--- src/rtl/jtcps15_snd_pkg.sv ---
// Shared definitions for the CPS1.5 sound ROM arbiter: address widths,
// client identifiers and the arbiter FSM state encoding.
package jtcps15_snd_pkg;

   localparam int Z80_AW  = 19;
   localparam int QS_AW   = 23;
   localparam int SLOT_AW = 23;

   localparam logic CL_Z80 = 1'b0;
   localparam logic CL_QS  = 1'b1;

   typedef enum logic [1:0] {
      IDLE = 2'd0,
      REQ  = 2'd1,
      WAIT = 2'd2
   } arbState_t;

endpackage

--- src/rtl/jtcps15_romarb_cache.sv ---
// One-byte tag cache for a single ROM client. The hit is combinational, so ok
// follows the client address within the same cycle.
module jtcps15_romarb_cache #(
   parameter int AW = 19
) (
   input  logic          clk,
   input  logic          rst_n,
   input  logic          flush_i,
   input  logic          fill_i,
   input  logic          fillValid_i,
   input  logic [AW-1:0] fillAddr_i,
   input  logic [7:0]    fillData_i,
   input  logic          cs_i,
   input  logic [AW-1:0] addr_i,
   output logic          hit_o,
   output logic [7:0]    data_o
);

   logic [AW-1:0] tag_q;
   logic [7:0]    data_q;
   logic          valid_q;

   // A fill always stores tag and data; a flush in the same cycle keeps the entry invalid.
   always_ff @(posedge clk or negedge rst_n) begin
      if (!rst_n) begin
         tag_q   <= '0;
         data_q  <= '0;
         valid_q <= 1'b0;
      end else if (fill_i) begin
         tag_q   <= fillAddr_i;
         data_q  <= fillData_i;
         valid_q <= fillValid_i & ~flush_i;
      end else if (flush_i) begin
         valid_q <= 1'b0;
      end
   end

   assign hit_o  = cs_i & valid_q & (addr_i == tag_q);
   assign data_o = data_q;

endmodule

--- src/rtl/jtcps15_snd_romarb.sv ---
// Round-robin arbiter putting the Z80 and QSound ROM readers onto one SDRAM
// read slot, with a one-byte tag cache in front of each client.
module jtcps15_snd_romarb
   import jtcps15_snd_pkg::*;
#(
   parameter logic [SLOT_AW-1:0] Z80_OFFSET  = 23'h00_0000,
   parameter logic [SLOT_AW-1:0] QSND_OFFSET = 23'h08_0000
) (
   input  logic               clk,
   input  logic               rst_n,
   input  logic               flush,
   input  logic [Z80_AW-1:0]  z80_addr,
   input  logic               z80_cs,
   output logic               z80_ok,
   output logic [7:0]         z80_data,
   input  logic [QS_AW-1:0]   qs_addr,
   input  logic               qs_cs,
   output logic               qs_ok,
   output logic [7:0]         qs_data,
   output logic [SLOT_AW-1:0] slot_addr,
   output logic               slot_cs,
   input  logic               slot_ok,
   input  logic [7:0]         slot_data
);

   arbState_t          state_q;
   logic               grant_q;
   logic               last_q;
   logic               flushPend_q;
   logic [QS_AW-1:0]   reqAddr_q;
   logic [SLOT_AW-1:0] slotAddr_q;
   logic               slotCs_q;

   logic z80Hit, qsHit, z80Miss, qsMiss;
   logic grantZ80_d;
   logic fillEn, fillValid, z80Fill, qsFill;

   assign z80Miss = z80_cs & ~z80Hit;
   assign qsMiss  = qs_cs & ~qsHit;

   // Z80 takes the slot when it is the only miss or when QSound was served last.
   assign grantZ80_d = z80Miss & (~qsMiss | (last_q == CL_QS));

   assign fillEn    = (state_q == WAIT) & slot_ok;
   assign fillValid = ~(flush | flushPend_q);
   assign z80Fill   = fillEn & (grant_q == CL_Z80);
   assign qsFill    = fillEn & (grant_q == CL_QS);

   // flushPend_q remembers a flush seen mid-transfer so the returning byte is not trusted.
   always_ff @(posedge clk or negedge rst_n) begin
      if (!rst_n) begin
         state_q     <= IDLE;
         grant_q     <= CL_Z80;
         last_q      <= CL_QS;
         flushPend_q <= 1'b0;
         reqAddr_q   <= '0;
         slotAddr_q  <= '0;
         slotCs_q    <= 1'b0;
      end else begin
         flushPend_q <= (flushPend_q | flush) & (state_q != IDLE) & ~fillEn;
         case (state_q)
            IDLE: begin
               if (z80Miss | qsMiss) begin
                  grant_q  <= grantZ80_d ? CL_Z80 : CL_QS;
                  slotCs_q <= 1'b1;
                  state_q  <= REQ;
                  if (grantZ80_d) begin
                     reqAddr_q  <= {{(QS_AW-Z80_AW){1'b0}}, z80_addr};
                     slotAddr_q <= Z80_OFFSET + {{(SLOT_AW-Z80_AW){1'b0}}, z80_addr};
                  end else begin
                     reqAddr_q  <= qs_addr;
                     slotAddr_q <= QSND_OFFSET + qs_addr;
                  end
               end
            end
            REQ: begin
               state_q <= WAIT;
            end
            WAIT: begin
               if (slot_ok) begin
                  last_q   <= grant_q;
                  slotCs_q <= 1'b0;
                  state_q  <= IDLE;
               end
            end
            default: begin
               slotCs_q <= 1'b0;
               state_q  <= IDLE;
            end
         endcase
      end
   end

   assign slot_addr = slotAddr_q;
   assign slot_cs   = slotCs_q;

   jtcps15_romarb_cache #(.AW(Z80_AW)) u_z80Cache (
      .clk         (clk),
      .rst_n       (rst_n),
      .flush_i     (flush),
      .fill_i      (z80Fill),
      .fillValid_i (fillValid),
      .fillAddr_i  (reqAddr_q[Z80_AW-1:0]),
      .fillData_i  (slot_data),
      .cs_i        (z80_cs),
      .addr_i      (z80_addr),
      .hit_o       (z80Hit),
      .data_o      (z80_data)
   );

   jtcps15_romarb_cache #(.AW(QS_AW)) u_qsCache (
      .clk         (clk),
      .rst_n       (rst_n),
      .flush_i     (flush),
      .fill_i      (qsFill),
      .fillValid_i (fillValid),
      .fillAddr_i  (reqAddr_q),
      .fillData_i  (slot_data),
      .cs_i        (qs_cs),
      .addr_i      (qs_addr),
      .hit_o       (qsHit),
      .data_o      (qs_data)
   );

   assign z80_ok = z80Hit;
   assign qs_ok  = qsHit;

endmodule

--- config.mk ---
export PLATFORM = sky130hd
export DESIGN_NAME = jtcps15_snd_romarb
export DESIGN_NICKNAME = d
export VERILOG_FILES = /design/src/rtl/jtcps15_snd_pkg.sv /design/src/rtl/jtcps15_romarb_cache.sv /design/src/rtl/jtcps15_snd_romarb.sv
export SDC_FILE = /design/constraint.sdc
export NUM_CORES = 1
export LEC_CHECK = 0
export ABC_AREA = 1
export BUFFER_PORTS_ARGS = -buffer_cell sky130_fd_sc_hd__buf_2
export CELL_PAD_IN_SITES_DETAIL_PLACEMENT = 1
export CELL_PAD_IN_SITES_GLOBAL_PLACEMENT = 2
export CORE_ASPECT_RATIO = 1.1
export CORE_MARGIN = 4
export CORE_UTILIZATION = 31
export CTS_CLUSTER_DIAMETER = 40
export DETAILED_ROUTE_END_ITERATION = 7
export HOLD_SLACK_MARGIN = 0.08
export PLACE_DENSITY_LB_ADDON = 0.2
export REMOVE_ABC_BUFFERS = 1
export SLEW_MARGIN = 20
export SYNTH_ARGS = -nofsm -noshare
export SYNTH_HDL_FRONTEND = slang
export SYNTH_SLANG_ARGS = --single-unit
--- constraint.sdc ---
create_clock -name clk -period 1.8 [get_ports clk]
set_input_delay 0.27 -clock clk [delete_from_list [all_inputs] [get_ports clk]]
set_output_delay 0.27 -clock clk [all_outputs]
set_load 0.02 [all_outputs]
==> implementation parameters <==
Parameter                              Value

Min path
  WHS Path Cells ... 3
  Worst min-delay path class ... input pin to flip-flop

Final layout
  Post-synthesis to final-layout area growth ... 31.9%
  N_diodes ... 0
  Share of layout cells above drive strength 1 ... 32.2%
  Post-route insts no fill ... 1005
  Post-layout net count ... ~860
  Post-layout instance area ... 6640 µm²

Pwr
  Total design power ... 10900 µW
  P_leak ... 0.00359 µW
  Power Dens Cells ... 1650 nW/µm²
  Worst ir drop on vdd ... about 0.55 mV

Floorplan
  Rows ... 48
  Die outline width ... between 100 and 150 µm
  Die area ... between 15000 and 20000 µm²
  Initial Util ... 31.9%
  Number of top-level design ports ... 98
  Core region area ... 15800 µm²
  Height of the die ... 142 µm

Worst setup path
  Biggest cell delay along the critical path ... 0.39 ns
  Number of cells on the critical path ... 7
  Req. time, crit path ... roughly 1.5 ns
  Slowest stage cell, crit path ... sky130_fd_sc_hd__dfrtp_1
  Critical Path, Cell by Cell ... nand2_2 > buf_6 > nand4_1 > nor4_2 > nand4_1 > nor2_2 > buf_6
  Largest delay share family, worst path ... simple AND/OR/NAND/NOR gates
  Endpoint type of the worst setup path ... output port
  Data arrival at the endpoint of the critical path ... between 1.5 and 2 ns
  Path depth of the worst reg2reg path ... 14
  WS Path Type ... flip-flop to output port
  Biggest fanout along the worst timing path ... 2
  Buf+Inv Stages, Crit Path ... 2
  Worst Setup Start Kind ... flip-flop

Detailed routing
  Via/cell ratio ... 4.77
  Detailed-router iteration count before antenna repair ... 4
  Total number of vias ... 4795
  Final routed DRC violation total ... 0
  Starting DRT DRC Count ... 152
  Count of nets left with antenna violations after detail routing ... 0
  Post-detailed-routing wire length ... 17.9 mm
  Per-cell routed wire length ... between 15 and 20 µm

Timing
  Final hold viol count ... 0
  Max Transition Viols Final ... 0
  Final Critical Period ... 2.04 ns
  Period utilization ... 114%
  Final sum of negative setup slack ... -0.722 ns
  Final critical-path setup slack ... -0.244 ns
  Setup violators final ... 24
  Timing-limited maximum frequency ... 489 MHz
  Post-Route Skew ... 0.00921 ns
  Remaining max-slew budget at the tightest pin ... 62.8%
  Pin slew with the least headroom to its limit ... about 0.56 ns
  Unrepaired setup endpoints after global routing ... true

Clock network
  Num Clock Sinks ... 93
  Total clock buffers created by CTS ... 9
  Longest Clk Path Bufs ... 2
  Clock input transition at the sequential cells of the worst setup and hold paths ... ~0.070 ns
  Clock latency reported for the late side of the worst-skew pair ... 0.35 ns
  CTS tree ... yes
  Max H-tree Level ... 3
  Library cell used as clock root buffer ... sky130_fd_sc_hd__clkbuf_16

Synthesis
  Cell taking the most area after synthesis ... sky130_fd_sc_hd__dfrtp_1
  Largest cells by area after synthesis ... sky130_fd_sc_hd__dfrtp_1 46%, sky130_fd_sc_hd__nand2_1 18%, sky130_fd_sc_hd__inv_1 7.4%
  FF+latch count, synth ... between 90 and 100
  Mapped Avg Cell Area ... 7.24 µm²
  Area fraction of the dominant cell type after synthesis ... around 46%
  Number of distinct library cells after synthesis ... 30
  Sequential area share after synthesis ... about 46%
  Synthesized instance count ... 696
  Count of warnings emitted by yosys ... 0
  Area of the mapped netlist ... 5040 µm²

Global route
  Number of antenna violations at the first check in global routing ... 1
  Maximum number of pins on one net before global-route repair ... 56
  Total routing resource utilization after global routing ... between 10% and 20%
  Number of global-route vias before repair ... a little over 5k
  Global-route wire length before repair ... 27.7 mm
  Total overflow reported by the global router ... 0

Placement
  Detailed Place HPWL ... ~13 mm
  Placer's final routability congestion estimate ... 0.863
  Number of I/O port buffers ... 97
  Placement Setup Slack ... -0.0339 ns
  Area post-placement ... around 5800 µm²
  Number of cells after detailed placement ... 977

Run
  MaxCap Viol Count ... 0

Status
  Failing checks ... negative setup slack
  Outcome ... finished with violations
## cell type report
class | count | area [µm²]
fillers | 1945 | 9150
multi-input cells | 458 | 2350
flip-flops and latches | 93 | 2330
repair buffers | 136 | 1040
inverters | 103 | 389
clock buffers | 12 | 256
well taps | 200 | 250
clock inverters | 3 | 21.3
## layer usage
layer  share of wire [%]  global-route usage, %
met2                  51                   33.9
met4                 1.8                   5.80
met3                 3.0                   2.79
met5               0.039                      0
met1                  44                   25.0
## final timing paths
check	from	endpoint	slack [ns]
min	slot_data[6]	u_z80Cache.data_o[6]	0.18
min reg2reg	u_z80Cache.data_o[0]	u_z80Cache.data_o[0]	0.48
max in group asynchronous	rst_n	last_q	0.81
max	u_qsCache.tag_q[5]	qs_ok	-0.24
max reg2reg	u_qsCache.tag_q[4]	slot_addr[22]	-0.04
min in group asynchronous	rst_n	u_z80Cache.tag_q[18]	0.33
## worst register-to-register path, delay by kind of cell, from the launching register on
family | cells | cell delay, ns
simple gates | 10 | 0.98
buf+inv | 3 | 0.35
flops | 1 | 0.37
compound gates | 1 | 0.06
## power by group
part	leakage, µW	switching, µW	internal [µW]
clock	0.000135	828	1010
sequential	0.00112	778	3070
combinational	0.00233	3220	2030
total	0.00359	4830	6110
## flip-flops by register name, summed over array words and instances, names as in the netlist
register and cells:
u_qsCache.valid_q 1, slot_cs 1, u_z80Cache.tag_q 19, u_z80Cache.data_o 8, reqAddr_q 23, last_q 1
slot_addr 4, state_q 2, u_qsCache.data_o 8, flushPend_q 1, u_qsCache.tag_q 23, grant_q 1
u_z80Cache.valid_q 1
## repair_timing
action | 4_1_cts | 5_1_grt
setup endpoints to repair | 14 | 31
setup buffers | 6 | 1
hold buffers | 1 | 0
pin swaps | 26 | 31
resized for setup | 32 | 94
cloned | 1 | 6
endpoints found under the hold margin | 15 | 0
## cell usage after synthesis (all sizes together)
cell	number
a21oi	24
and3	1
buf	35
clkbuf	7
dfrtp	92
dfstp	1
ha	1
inv	103
nand2	250
nand3	46
nand4	16
nor2	58
nor3	2
nor3b	1
nor4	4
o2111ai	2
o211ai	1
o21ai	49
or4	1
xor2	2
## logic make-up after synthesis
family,synth area share (%)
AOI/OAI and AO/OA,7.75
buffers and inverters,13.8
and+or+nand+nor,31.6
DFF,46.2
xor gates and xnor gates,0.348
adders and majority gates,0.248
## placed cells by master (no fill, tap or decap), types with 2 or more instances in the layout
cell	n
sky130_fd_sc_hd__a21oi_1	24
sky130_fd_sc_hd__buf_12	7
sky130_fd_sc_hd__buf_2	94
sky130_fd_sc_hd__buf_4	17
sky130_fd_sc_hd__buf_6	9
sky130_fd_sc_hd__clkbuf_16	15
sky130_fd_sc_hd__clkbuf_8	2
sky130_fd_sc_hd__dfrtp_1	91
sky130_fd_sc_hd__inv_1	92
sky130_fd_sc_hd__inv_2	10
sky130_fd_sc_hd__nand2_1	183
sky130_fd_sc_hd__nand2_2	56
sky130_fd_sc_hd__nand2_4	9
sky130_fd_sc_hd__nand2_8	2
sky130_fd_sc_hd__nand3_1	33
sky130_fd_sc_hd__nand3_2	12
sky130_fd_sc_hd__nand4_1	16
sky130_fd_sc_hd__nor2_1	50
sky130_fd_sc_hd__nor2_2	7
sky130_fd_sc_hd__nor4_2	3
sky130_fd_sc_hd__o2111ai_1	2
sky130_fd_sc_hd__o21ai_0	41
sky130_fd_sc_hd__o21ai_1	5
sky130_fd_sc_hd__o21ai_2	3
sky130_fd_sc_hd__xor2_1	2
## through the flow
stage                     util (%)  hold slack (ns)
after CTS                     39.1            0.177
after global placement        36.4            0.163
after global routing          42.1            0.197
final                         42.1            0.182
after floorplan                  -          -0.0256
after detailed placement      36.4            0.168
No activity file was read; power rests on OpenSTA's default activity.
